$ cat config.mk
export PLATFORM = sky130hd
export DESIGN_NAME = adc_spi_responder
export DESIGN_NICKNAME = d
export VERILOG_FILES = /design/src/rtl/adc_resp_pkg.sv /design/src/rtl/adc_resp_fifo.sv /design/src/rtl/adc_spi_responder.sv
export SDC_FILE = /design/constraint.sdc
export NUM_CORES = 1
export LEC_CHECK = 0
export CORE_ASPECT_RATIO = 0.9
export CORE_MARGIN = 3
export CORE_UTILIZATION = 55
export CTS_CLUSTER_SIZE = 30
export DETAILED_ROUTE_END_ITERATION = 10
export PLACE_DENSITY = 0.8
export RECOVER_POWER = 25
export SLEW_MARGIN = 20
export SYNTH_ARGS = -nofsm -noshare
export SYNTH_HDL_FRONTEND = slang
export SYNTH_SLANG_ARGS = --single-unit
$ cat constraint.sdc
create_clock -name clk -period 5.2 [get_ports clk]
set_input_delay 1.3 -clock clk [delete_from_list [all_inputs] [get_ports clk]]
set_output_delay 1.3 -clock clk [all_outputs]
set_load 0.01 [all_outputs]
$ cat src/rtl/adc_resp_pkg.sv
// adc_resp_pkg: shared defaults, frame state encoding and sample-triplet type
// for the ADC SPI responder.
package adc_resp_pkg;

    localparam int DATA_W_DEF     = 12;
    localparam int FRAME_BITS_DEF = 16;
    localparam int LEAD_ZEROS     = FRAME_BITS_DEF - DATA_W_DEF;

    typedef enum logic [1:0] {
        IDLE  = 2'd0,
        SHIFT = 2'd1,
        DONE  = 2'd2
    } state_t;

    // One conversion result per pixel channel, packed as {ch2, ch1, ch0}.
    typedef struct packed {
        logic [DATA_W_DEF-1:0] ch2;
        logic [DATA_W_DEF-1:0] ch1;
        logic [DATA_W_DEF-1:0] ch0;
    } triplet_t;

endpackage

$ cat src/rtl/adc_resp_fifo.sv
// adc_resp_fifo: small synchronous FIFO holding sample triplets. The head entry
// is visible combinationally. Push and pop may occur in the same cycle.
module adc_resp_fifo #(
    parameter int W     = 36,
    parameter int DEPTH = 4
) (
    input  logic                     clk,
    input  logic                     reset,
    input  logic                     i_push,
    input  logic [W-1:0]             i_data,
    output logic                     o_ready,
    input  logic                     i_pop,
    output logic [W-1:0]             o_head,
    output logic                     o_nempty,
    output logic [$clog2(DEPTH):0]   o_level
);
    localparam int AW = $clog2(DEPTH);
    localparam int LW = AW + 1;

    logic [W-1:0]  r_mem [DEPTH];
    logic [AW-1:0] r_wr_ptr;
    logic [AW-1:0] r_rd_ptr;
    logic [LW-1:0] r_level;
    logic          w_push_ok;
    logic          w_pop_ok;

    assign o_ready   = (r_level != LW'(DEPTH));
    assign o_nempty  = (r_level != '0);
    assign o_level   = r_level;
    assign o_head    = r_mem[r_rd_ptr];
    assign w_push_ok = i_push && o_ready;
    assign w_pop_ok  = i_pop && o_nempty;

    // Storage array; no reset needed, occupancy is tracked by the pointers.
    always_ff @(posedge clk) begin
        if (w_push_ok) begin
            r_mem[r_wr_ptr] <= i_data;
        end
    end

    // Pointers wrap naturally because DEPTH is a power of two.
    always_ff @(posedge clk) begin
        if (reset) begin
            r_wr_ptr <= '0;
            r_rd_ptr <= '0;
            r_level  <= '0;
        end else begin
            if (w_push_ok) begin
                r_wr_ptr <= r_wr_ptr + AW'(1);
            end
            if (w_pop_ok) begin
                r_rd_ptr <= r_rd_ptr + AW'(1);
            end
            if (w_push_ok && !w_pop_ok) begin
                r_level <= r_level + LW'(1);
            end else if (!w_push_ok && w_pop_ok) begin
                r_level <= r_level - LW'(1);
            end
        end
    end

endmodule

$ cat src/rtl/adc_spi_responder.sv
// adc_spi_responder: slave-side stand-in for the three pixel ADCs. It answers
// the reader's shared cs_n/sclk with frames of leading zeros followed by a
// DATA_W-bit sample, MSB first, updated after each sclk falling edge.
// Optional build macro: ADC_RESP_RAMP_EN makes underrun frames carry a
// per-channel ramp instead of zeros.
module adc_spi_responder
    import adc_resp_pkg::*;
#(
    parameter int DATA_W      = DATA_W_DEF,
    parameter int FRAME_BITS  = FRAME_BITS_DEF,
    parameter int SYNC_STAGES = 2,
    parameter int FIFO_DEPTH  = 4
) (
    input  logic                         clk,
    input  logic                         reset,
    input  logic                         cs_n,
    input  logic                         sclk,
    output logic                         px0_adc_din,
    output logic                         px1_adc_din,
    output logic                         px2_adc_din,
    input  logic                         s_valid,
    input  logic [3*DATA_W-1:0]          s_data,
    output logic                         s_ready,
    output logic [$clog2(FIFO_DEPTH):0]  level,
    output logic                         frame_done,
    output logic                         frame_abort,
    output logic                         underrun
);
    localparam int CW = $clog2(FRAME_BITS + 1);

    logic [SYNC_STAGES-1:0]        r_cs_sync;
    logic [SYNC_STAGES-1:0]        r_sclk_sync;
    logic                          r_cs_last;
    logic                          r_sclk_last;
    logic                          r_cs_fall;
    logic                          r_cs_rise;
    logic                          r_sclk_fall;
    logic                          w_cs_s;
    logic                          w_sclk_s;

    state_t                        r_state;
    logic [CW-1:0]                 r_bitcnt;
    logic [2:0][FRAME_BITS-1:0]    r_sh;
    logic                          r_done;
    logic                          r_abort;
    logic                          r_under;

    logic [3*DATA_W-1:0]           w_head;
    logic                          w_nempty;
    logic                          w_start;
    logic                          w_pop;
    logic                          w_under_take;
    logic [2:0][DATA_W-1:0]        w_under_word;

    assign w_cs_s       = r_cs_sync[SYNC_STAGES-1];
    assign w_sclk_s     = r_sclk_sync[SYNC_STAGES-1];
    assign w_start      = (r_state == IDLE) && r_cs_fall;
    assign w_pop        = w_start && w_nempty;
    assign w_under_take = w_start && !w_nempty;

    adc_resp_fifo #(
        .W     (3*DATA_W),
        .DEPTH (FIFO_DEPTH)
    ) u_fifo (
        .clk      (clk),
        .reset    (reset),
        .i_push   (s_valid),
        .i_data   (s_data),
        .o_ready  (s_ready),
        .i_pop    (w_pop),
        .o_head   (w_head),
        .o_nempty (w_nempty),
        .o_level  (level)
    );

    // Synchronize cs_n/sclk and register their edges. Chains reset low so a
    // cs_n already low at reset release never looks like a fresh falling edge.
    always_ff @(posedge clk) begin
        if (reset) begin
            r_cs_sync   <= '0;
            r_sclk_sync <= '0;
            r_cs_last   <= 1'b0;
            r_sclk_last <= 1'b0;
            r_cs_fall   <= 1'b0;
            r_cs_rise   <= 1'b0;
            r_sclk_fall <= 1'b0;
        end else begin
            r_cs_sync[0]   <= cs_n;
            r_sclk_sync[0] <= sclk;
            for (int i = 1; i < SYNC_STAGES; i++) begin
                r_cs_sync[i]   <= r_cs_sync[i-1];
                r_sclk_sync[i] <= r_sclk_sync[i-1];
            end
            r_cs_last   <= w_cs_s;
            r_sclk_last <= w_sclk_s;
            r_cs_fall   <= r_cs_last & ~w_cs_s;
            r_cs_rise   <= ~r_cs_last & w_cs_s;
            r_sclk_fall <= r_sclk_last & ~w_sclk_s;
        end
    end

`ifdef ADC_RESP_RAMP_EN
    logic [2:0][DATA_W-1:0] r_ramp;

    assign w_under_word = r_ramp;

    // Ramp counters: channel n starts at n and steps by 3 per underrun frame.
    always_ff @(posedge clk) begin
        if (reset) begin
            for (int n = 0; n < 3; n++) begin
                r_ramp[n] <= DATA_W'(n);
            end
        end else if (w_under_take) begin
            for (int n = 0; n < 3; n++) begin
                r_ramp[n] <= r_ramp[n] + DATA_W'(3);
            end
        end
    end
`else
    assign w_under_word = '0;
`endif

    // Frame FSM: load on cs_n fall, shift on sclk fall, cs_n rise wins over sclk.
    always_ff @(posedge clk) begin
        if (reset) begin
            r_state  <= IDLE;
            r_bitcnt <= '0;
            r_sh     <= '0;
            r_done   <= 1'b0;
            r_abort  <= 1'b0;
            r_under  <= 1'b0;
        end else begin
            r_done  <= 1'b0;
            r_abort <= 1'b0;
            r_under <= 1'b0;
            case (r_state)
                IDLE: begin
                    if (r_cs_fall) begin
                        r_bitcnt <= '0;
                        r_state  <= SHIFT;
                        for (int ch = 0; ch < 3; ch++) begin
                            if (w_nempty) begin
                                r_sh[ch] <= FRAME_BITS'(w_head[ch*DATA_W +: DATA_W]);
                            end else begin
                                r_sh[ch] <= FRAME_BITS'(w_under_word[ch]);
                            end
                        end
                        r_under <= !w_nempty;
                    end
                end
                SHIFT: begin
                    if (r_cs_rise) begin
                        r_sh    <= '0;
                        r_abort <= 1'b1;
                        r_state <= IDLE;
                    end else if (r_sclk_fall) begin
                        if (r_bitcnt == CW'(FRAME_BITS - 1)) begin
                            r_sh    <= '0;
                            r_done  <= 1'b1;
                            r_state <= DONE;
                        end else begin
                            for (int ch = 0; ch < 3; ch++) begin
                                r_sh[ch] <= r_sh[ch] << 1;
                            end
                            r_bitcnt <= r_bitcnt + CW'(1);
                        end
                    end
                end
                DONE: begin
                    if (r_cs_rise) begin
                        r_state <= IDLE;
                    end
                end
                default: begin
                    r_sh    <= '0;
                    r_state <= IDLE;
                end
            endcase
        end
    end

    assign px0_adc_din = r_sh[0][FRAME_BITS-1];
    assign px1_adc_din = r_sh[1][FRAME_BITS-1];
    assign px2_adc_din = r_sh[2][FRAME_BITS-1];
    assign frame_done  = r_done;
    assign frame_abort = r_abort;
    assign underrun    = r_under;

endmodule

---- Yosys cells after proc, flatten, opt, wreduce, memory -nomap -nowiden ----
Memories as Yosys holds them, arrays and structs flattened. A register that Yosys moved wholly into a read port is not among the register bits.
Cells that the tools add are included.
word-level totals
  memories kept ........................... 1
  output and inout bits ................... 10
  input bits .............................. 41
  bits in registers ....................... 74
  memory bits (writable) .................. 144
memory list
  memory        words  bits a word  read ports  clocked after memory_dff  wr ports  RTL line             text
  u_fifo.r_mem  4      36           1           1                         1         adc_resp_fifo.sv:20  logic [W-1:0] r_mem [DEPTH];
operators by class
  eq/ne operators ......................... 11
  muxes and demuxes ....................... 27
  bitwise operators ....................... 11
  reduce and logical (&&, ||, !) cells .... 19
  $add $sub $neg .......................... 5
operators with widths
  kind                                                 count
  2-to-1 mux 48 bit                                    4
  case mux 48 bit (3 select lines)                     1
  2-to-1 mux 12 bit                                    3
  2-to-1 mux 5 bit                                     4
  2-to-1 mux 2 bit                                     7
  != test 2 bit, second input constant                 5
  case mux 5 bit (2 select lines)                      1
  != test 3 bit, second input constant                 3
  inverter 1 bit                                       8
  logical AND 1 bit                                    6
  2-to-1 mux 3 bit                                     2
  case mux 2 bit (3 select lines)                      1
  adder 5 x 1 -> 5 bit, second input constant          1
  equality test 5 x 4 -> 1 bit, second input constant  1
  AND reduction 5 bit                                  1
  adder 2 x 1 -> 2 bit, second input constant          2
  2-to-1 mux 1 bit                                     4
  AND reduction 4 bit                                  1
  nonzero test 2 bit                                   2
  OR reduction 4 bit                                   1
  adder 3 x 1 -> 3 bit, second input constant          1
  AND 1 bit                                            3
  logical NOT 1 bit                                    3
  AND reduction 3 bit                                  1
  other kinds (7)                                      7

---- Logic depth before layout (Yosys ltp) ----
  depth in word-level cells ............... 7
  mapped depth ............................ 10
  mapped depth without buffers ............ 8

---- Cells and area by module ----
Synthesis repeated with hierarchy kept, for this count alone.
second synthesis, totals
  cell total of the unflattened synthesis .. 496
  area total of the unflattened synthesis .. 8489.4 µm²
modules (own cells, without submodules)
  module             area each (µm²)  instances  cells an instance
  adc_resp_fifo      5714.2           1          236
  adc_spi_responder  2775.2           1          260

---- Worst setup path after synthesis ----
OpenSTA, ideal clock, no wires.
  kind .................................... input-to-reg
  start ................................... input port s_valid
  end ..................................... register u_fifo.r_level[2], in the netlist u_fifo.o_level[2]
  arrival ................................. 2.596 ns
  data required time ...................... 5.130 ns
  path slack .............................. 2.533 ns
  stages .................................. 8
  setup time .............................. 0.070 ns
  cells stage by stage .................... inv_1 -> nor2_1 -> ha_1 -> inv_1 -> fa_1 -> xor2_1 -> or3_1 -> a21oi_1
on the way
  word-level cells in the longest chain between the ends .. 4
RTL lines
  element                              RTL line                 text
  start: declaration                   adc_spi_responder.sv:21  input logic s_valid,
  logical AND 1 bit (*)                adc_resp_fifo.sv:31      assign w_push_ok = i_push && o_ready;
  named net u_fifo.w_push_ok           adc_resp_fifo.sv:24      logic w_push_ok;
  logical NOT 1 bit                    adc_resp_fifo.sv:56      end else if (!w_push_ok && w_pop_ok) begin
  logical AND 1 bit                    adc_resp_fifo.sv:56
  nonzero test 2 bit (no source line)  -
  end signal: assignment               adc_resp_fifo.sv:55      r_level <= r_level + LW'(1);
  end signal: assignment               adc_resp_fifo.sv:57      r_level <= r_level - LW'(1);
  end: declaration                     adc_resp_fifo.sv:23      logic [LW-1:0] r_level;
The timed path passes the listed nets; every way through them passes the cells marked *.
A chain may end at the register's enable or synchronous reset.

---- Final worst setup path ----
  start ................................... register u_fifo.r_level[2], in the netlist u_fifo.o_level[2]
  end ..................................... output port s_ready
on the way
  word-level cells in the longest chain between the ends .. 1
RTL lines
  element           RTL line                 text
  != test 3 bit     adc_resp_fifo.sv:27      assign o_ready = (r_level != LW'(DEPTH));
  end: declaration  adc_spi_responder.sv:23  output logic s_ready,
Every way passes these cells.

==> parameters.txt <==
Parameter                              Value

Global routing
  Maximum number of pins on one net before global-route repair ... 40
  Vias in the first global route ... roughly 4.7k
  Wire length of the first global-routing pass ... about 25 mm
  Total gr overflow ... 0
  Overall global routing resource usage ... between 10% and 20%
  Initial antenna violation count ... 0

Route
  Via count ... ~4.6k
  Mean number of vias per cell ... approximately 6
  Number of nets still failing antenna checks after routing ... 0
  DR WL/cell ... 20.7 um
  Number of design-rule violations left by the first detailed-router iteration ... 368
  Number of remaining DRC errors ... 0
  Final wirelength ... between 15 and 20 mm
  1st-pass router iterations ... 5

Worst setup path
  Cell count of the worst reg-to-reg path ... 8
  Launching element type of the critical path ... register
  Signal arrival time at the worst endpoint ... about 2.0 ns
  Reg2Reg Capture Point ... u_fifo.o_level[2]$_SDFFE_PP0P_
  Sort of element at the end of the critical path ... output pin
  Flop-to-flop setup slack ... around 2.5 ns
  Class of the most critical setup path ... reg2out
  Worst r2r src ... u_fifo.o_level[0]$_SDFFE_PP0P_
  Critical path data required time ... 3.90 ns
  Critical Path Fanout Max ... 7

Synth
  Top cell type by total area after synthesis ... sky130_fd_sc_hd__edfxtp_1
  Portion of the post-synthesis area used by sequential elements ... a little over two thirds
  Number of enable flip-flop cells after synthesis ... ~140
  Area fraction of the dominant cell type after synthesis ... 52.1%
  Mapped cell area ... between 8000 and 9000 um^2
  Predominant post-synthesis flop cell ... sky130_fd_sc_hd__edfxtp_1
  Post-synthesis sequential element count ... between 200 and 250
  Synthesized Nets ... approximately 540
  Average cell area after synthesis ... between 15 and 20 um^2
  Leading cell types by total area after synthesis ... sky130_fd_sc_hd__edfxtp_1, sky130_fd_sc_hd__dfxtp_1, sky130_fd_sc_hd__mux4_2
  Yosys warns ... 0
  Top post-synthesis cells by count ... sky130_fd_sc_hd__edfxtp_1, sky130_fd_sc_hd__dfxtp_1, sky130_fd_sc_hd__mux4_2
  Fraction of synthesis flops using an asynchronous set or reset pin ... 0%
  Most repeated cell in the gate-level netlist after synthesis ... sky130_fd_sc_hd__edfxtp_1
  Unique cell type count in the Yosys netlist ... 43
  Instance count of the mapped netlist ... 489

Clock network
  Clk buf depth ... 3
  TritonCTS clock tree ... done
  # Post-CTS Setup Buffers ... 0
  Max H-tree Level ... 1
  Total CTS buffers ... 22
  Later-pin clock latency in the skew report ... a little under 0.5 ns
  Clock edge transition at the registers on the reported setup and hold paths ... roughly 0.060 ns
  Clock net sink count ... 220
  Root Driver ... sky130_fd_sc_hd__clkbuf_16
  Post-CTS Hold Buffers ... 0
  Total of cells resized after clock tree synthesis ... 0

Pwr
  Internal power ... 0.00309 W
  Combinational Power Share ... 7.3%
  Net switching fraction of the power ... a little over a fifth
  Proportion of power drawn by flip-flops and latches ... 50.9%
  Net switching power of the design ... about 0.00084 W
  Leakage component of the power ... 3.24 nW
  Overall power after layout ... approximately 0.004 W
  Worst supply voltage drop on vdd ... around 0.00027 V
  Share of power burned in the clock network ... approximately two fifths
  PwrDens ... between 400 and 500 nW/um^2

Worst hold path
  Beginning of the worst hold path ... r_cs_sync[1]$_SDFF_PP0_
  Kind of path behind the tightest hold check ... reg2reg
  Depth of the worst hold-timing path ... 1
  End point of the most critical hold path ... r_cs_fall$_SDFF_PP0_

STA
  Final critical path time including I/O delays and setup ... roughly 3.3 ns
  Final count of hold timing violations ... 0
  Unrepaired setup endpoints after global routing ... false
  Setup skew after layout ... about 0.0075 ns
  Number of setup violations in the final report ... 0
  Max transition margin ... approximately a third
  Transition at the pin with the smallest max-transition slack ... 0.981 ns
  Setup TNS ... 0 ns
  Fmax ... just over 300 MHz
  Final hold slack ... around 0.4 ns
  Count of final max-slew check failures ... 0
  Ratio of final minimum period to clock period ... between 60% and 70%

Layout
  Fraction of layout cells with a size suffix above 1 ... between 15 and 20%
  Antenna diodes ... 0
  Share of the core filled with cells in the final layout ... ~68%
  Number of nets at the end of the flow ... 586
  Area growth from synthesis to layout ... 17.0%
  Fill cell total of the finished layout ... between 900 and 1k

Die
  Initial core utilization ... between 50% and 60%
  Die Area ... approximately 17000 um^2
  X dimension of the die ... approximately 140 um
  Io pins ... a little over 50
  Floorplan Core Area ... about 14000 um^2
  Die height ... approximately 120 um
  Number of rows created at floorplan ... 41

Placed design
  Count of input and output buffers ... 50
  HPWL reported at the end of detailed placement ... about 9.1 mm
  Gpl congestion ... between 0.8 and 0.9

Run status
  Result of the run ... complete, no violations

Run
  Number of violations of the max-capacitance limit ... 0
kinds of logic (layout without fill, tap and decap cells):
| kind of cell | count (synthesis) | in the layout | synth area share [%] |
|---|---|---|---|
| AOI/OAI and AO/OA | 69 | 69 | 6.74 |
| xor gates and xnor gates | 2 | 2 | 0.211 |
| adders and majority gates | 8 | 8 | 1.30 |
| buffers and inverters | 46 | 110 | 2.84 |
| DFF | 220 | 220 | 70.5 |
| muxes | 38 | 38 | 10.0 |
| and+or+nand+nor | 106 | 106 | 8.43 |
how the worst max path moves through the flow:
stage / startpoint / to / slack, ns / depth (start not counted)
after floorplan: s_valid / u_fifo.o_level[2]$_SDFFE_PP0P_ / 2.53 / 8
after global placement: reset / r_sh[39]$_SDFFE_PP0P_ / 1.41 / 5
after detailed placement: reset / r_sh[20]$_SDFFE_PP0P_ / 1.24 / 5
after CTS: reset / r_sh[20]$_SDFFE_PP0P_ / 1.71 / 5
after global routing: u_fifo.o_level[2]$_SDFFE_PP0P_ / s_ready / 1.77 / 3
final: u_fifo.o_level[2]$_SDFFE_PP0P_ / s_ready / 1.90 / 3
sequential cells by signal (all words and copies together), names as in the netlist, 2 cells and up, named ones only:
| register | flops |
|---|---|
| r_state | 2 |
| u_fifo.r_mem | 144 |
| r_sclk_sync | 2 |
| r_sh | 45 |
| u_fifo.r_rd_ptr | 2 |
| u_fifo.r_wr_ptr | 2 |
| r_cs_sync | 2 |
| u_fifo.o_level | 3 |
| r_bitcnt | 5 |
metrics by stage:
stage               area (um^2)  setup WS [ns]  std cells
global route               9710           1.77        746
CTS                        9700           1.71        746
finish                     9710           1.90        746
floorplan                  8300           2.53        489
detailed placement         8920           1.24        706
global placement           8920           1.41        706
power groups by stage:
stage / logic [W] / clock network [W] / registers (W)
floorplan: 0.000167 / 0 / 0.00203
detailed placement: 0.000289 / 0 / 0.00204
finish: 0.000285 / 0.00164 / 0.00200
global placement: 0.000276 / 0 / 0.00203
global route: 0.000309 / 0.00174 / 0.00201
CTS: 0.000291 / 0.00167 / 0.00200
routing by layer:
metal,up-vias,GRT usage [%],part of all wire [%]
met4,0,5.92,2.4
met3,23,3.03,4.9
met2,113,33.2,51
met5,-,0,0
li1,2089,-,-
met1,2325,25.9,42
area by class of cell:
cell class | instances | area [um^2] | area share, %
Clock buffer | 28 | 629 | 6.48
Clock inverter | 12 | 145 | 1.50
Inverter | 10 | 37.5 | 0.387
Multi-Input combinational cell | 223 | 2230 | 23.0
Sequential cell | 220 | 5850 | 60.2
Tap cell | 193 | 241 | 2.49
Timing Repair Buffer | 60 | 576 | 5.93
cells in the final DEF (no fill, tap or decap), types with 3 or more instances in the layout:
cell / synthesis / layout
sky130_fd_sc_hd__a21oi_1: 18 / 18
sky130_fd_sc_hd__a221o_1: 33 / 33
sky130_fd_sc_hd__a22o_1: 3 / 3
sky130_fd_sc_hd__a32o_1: 3 / 3
sky130_fd_sc_hd__and3_1: 6 / 5
sky130_fd_sc_hd__and4_1: 33 / 33
sky130_fd_sc_hd__buf_4: 1 / 10
sky130_fd_sc_hd__bufinv_16: 0 / 3
sky130_fd_sc_hd__clkbuf_16: 0 / 24
sky130_fd_sc_hd__clkdlybuf4s50_1: 0 / 25
sky130_fd_sc_hd__clkinv_2: 0 / 4
sky130_fd_sc_hd__clkinvlp_4: 0 / 3
sky130_fd_sc_hd__dfxtp_1: 76 / 75
sky130_fd_sc_hd__dlygate4sd3_1: 0 / 25
sky130_fd_sc_hd__edfxtp_1: 144 / 144
sky130_fd_sc_hd__ha_1: 7 / 7
sky130_fd_sc_hd__inv_1: 10 / 10
sky130_fd_sc_hd__mux4_2: 36 / 36
sky130_fd_sc_hd__nand2_1: 7 / 7
sky130_fd_sc_hd__nand3_1: 22 / 22
sky130_fd_sc_hd__nor2_1: 9 / 8
sky130_fd_sc_hd__nor2b_1: 8 / 8
sky130_fd_sc_hd__nor3_1: 3 / 3
sky130_fd_sc_hd__nor3b_1: 4 / 3
sky130_fd_sc_hd__o21ai_0: 4 / 4
sky130_fd_sc_hd__or3_1: 3 / 3
critical path, cell delays in order, from the launching register on:
cell and delay, ns:
sky130_fd_sc_hd__dfxtp_1 0.40, sky130_fd_sc_hd__nor3b_1 0.38, sky130_fd_sc_hd__inv_1 0.20, sky130_fd_sc_hd__clkdlybuf4s50_1 0.53
Note: power is estimated with default switching activity, not from simulation.
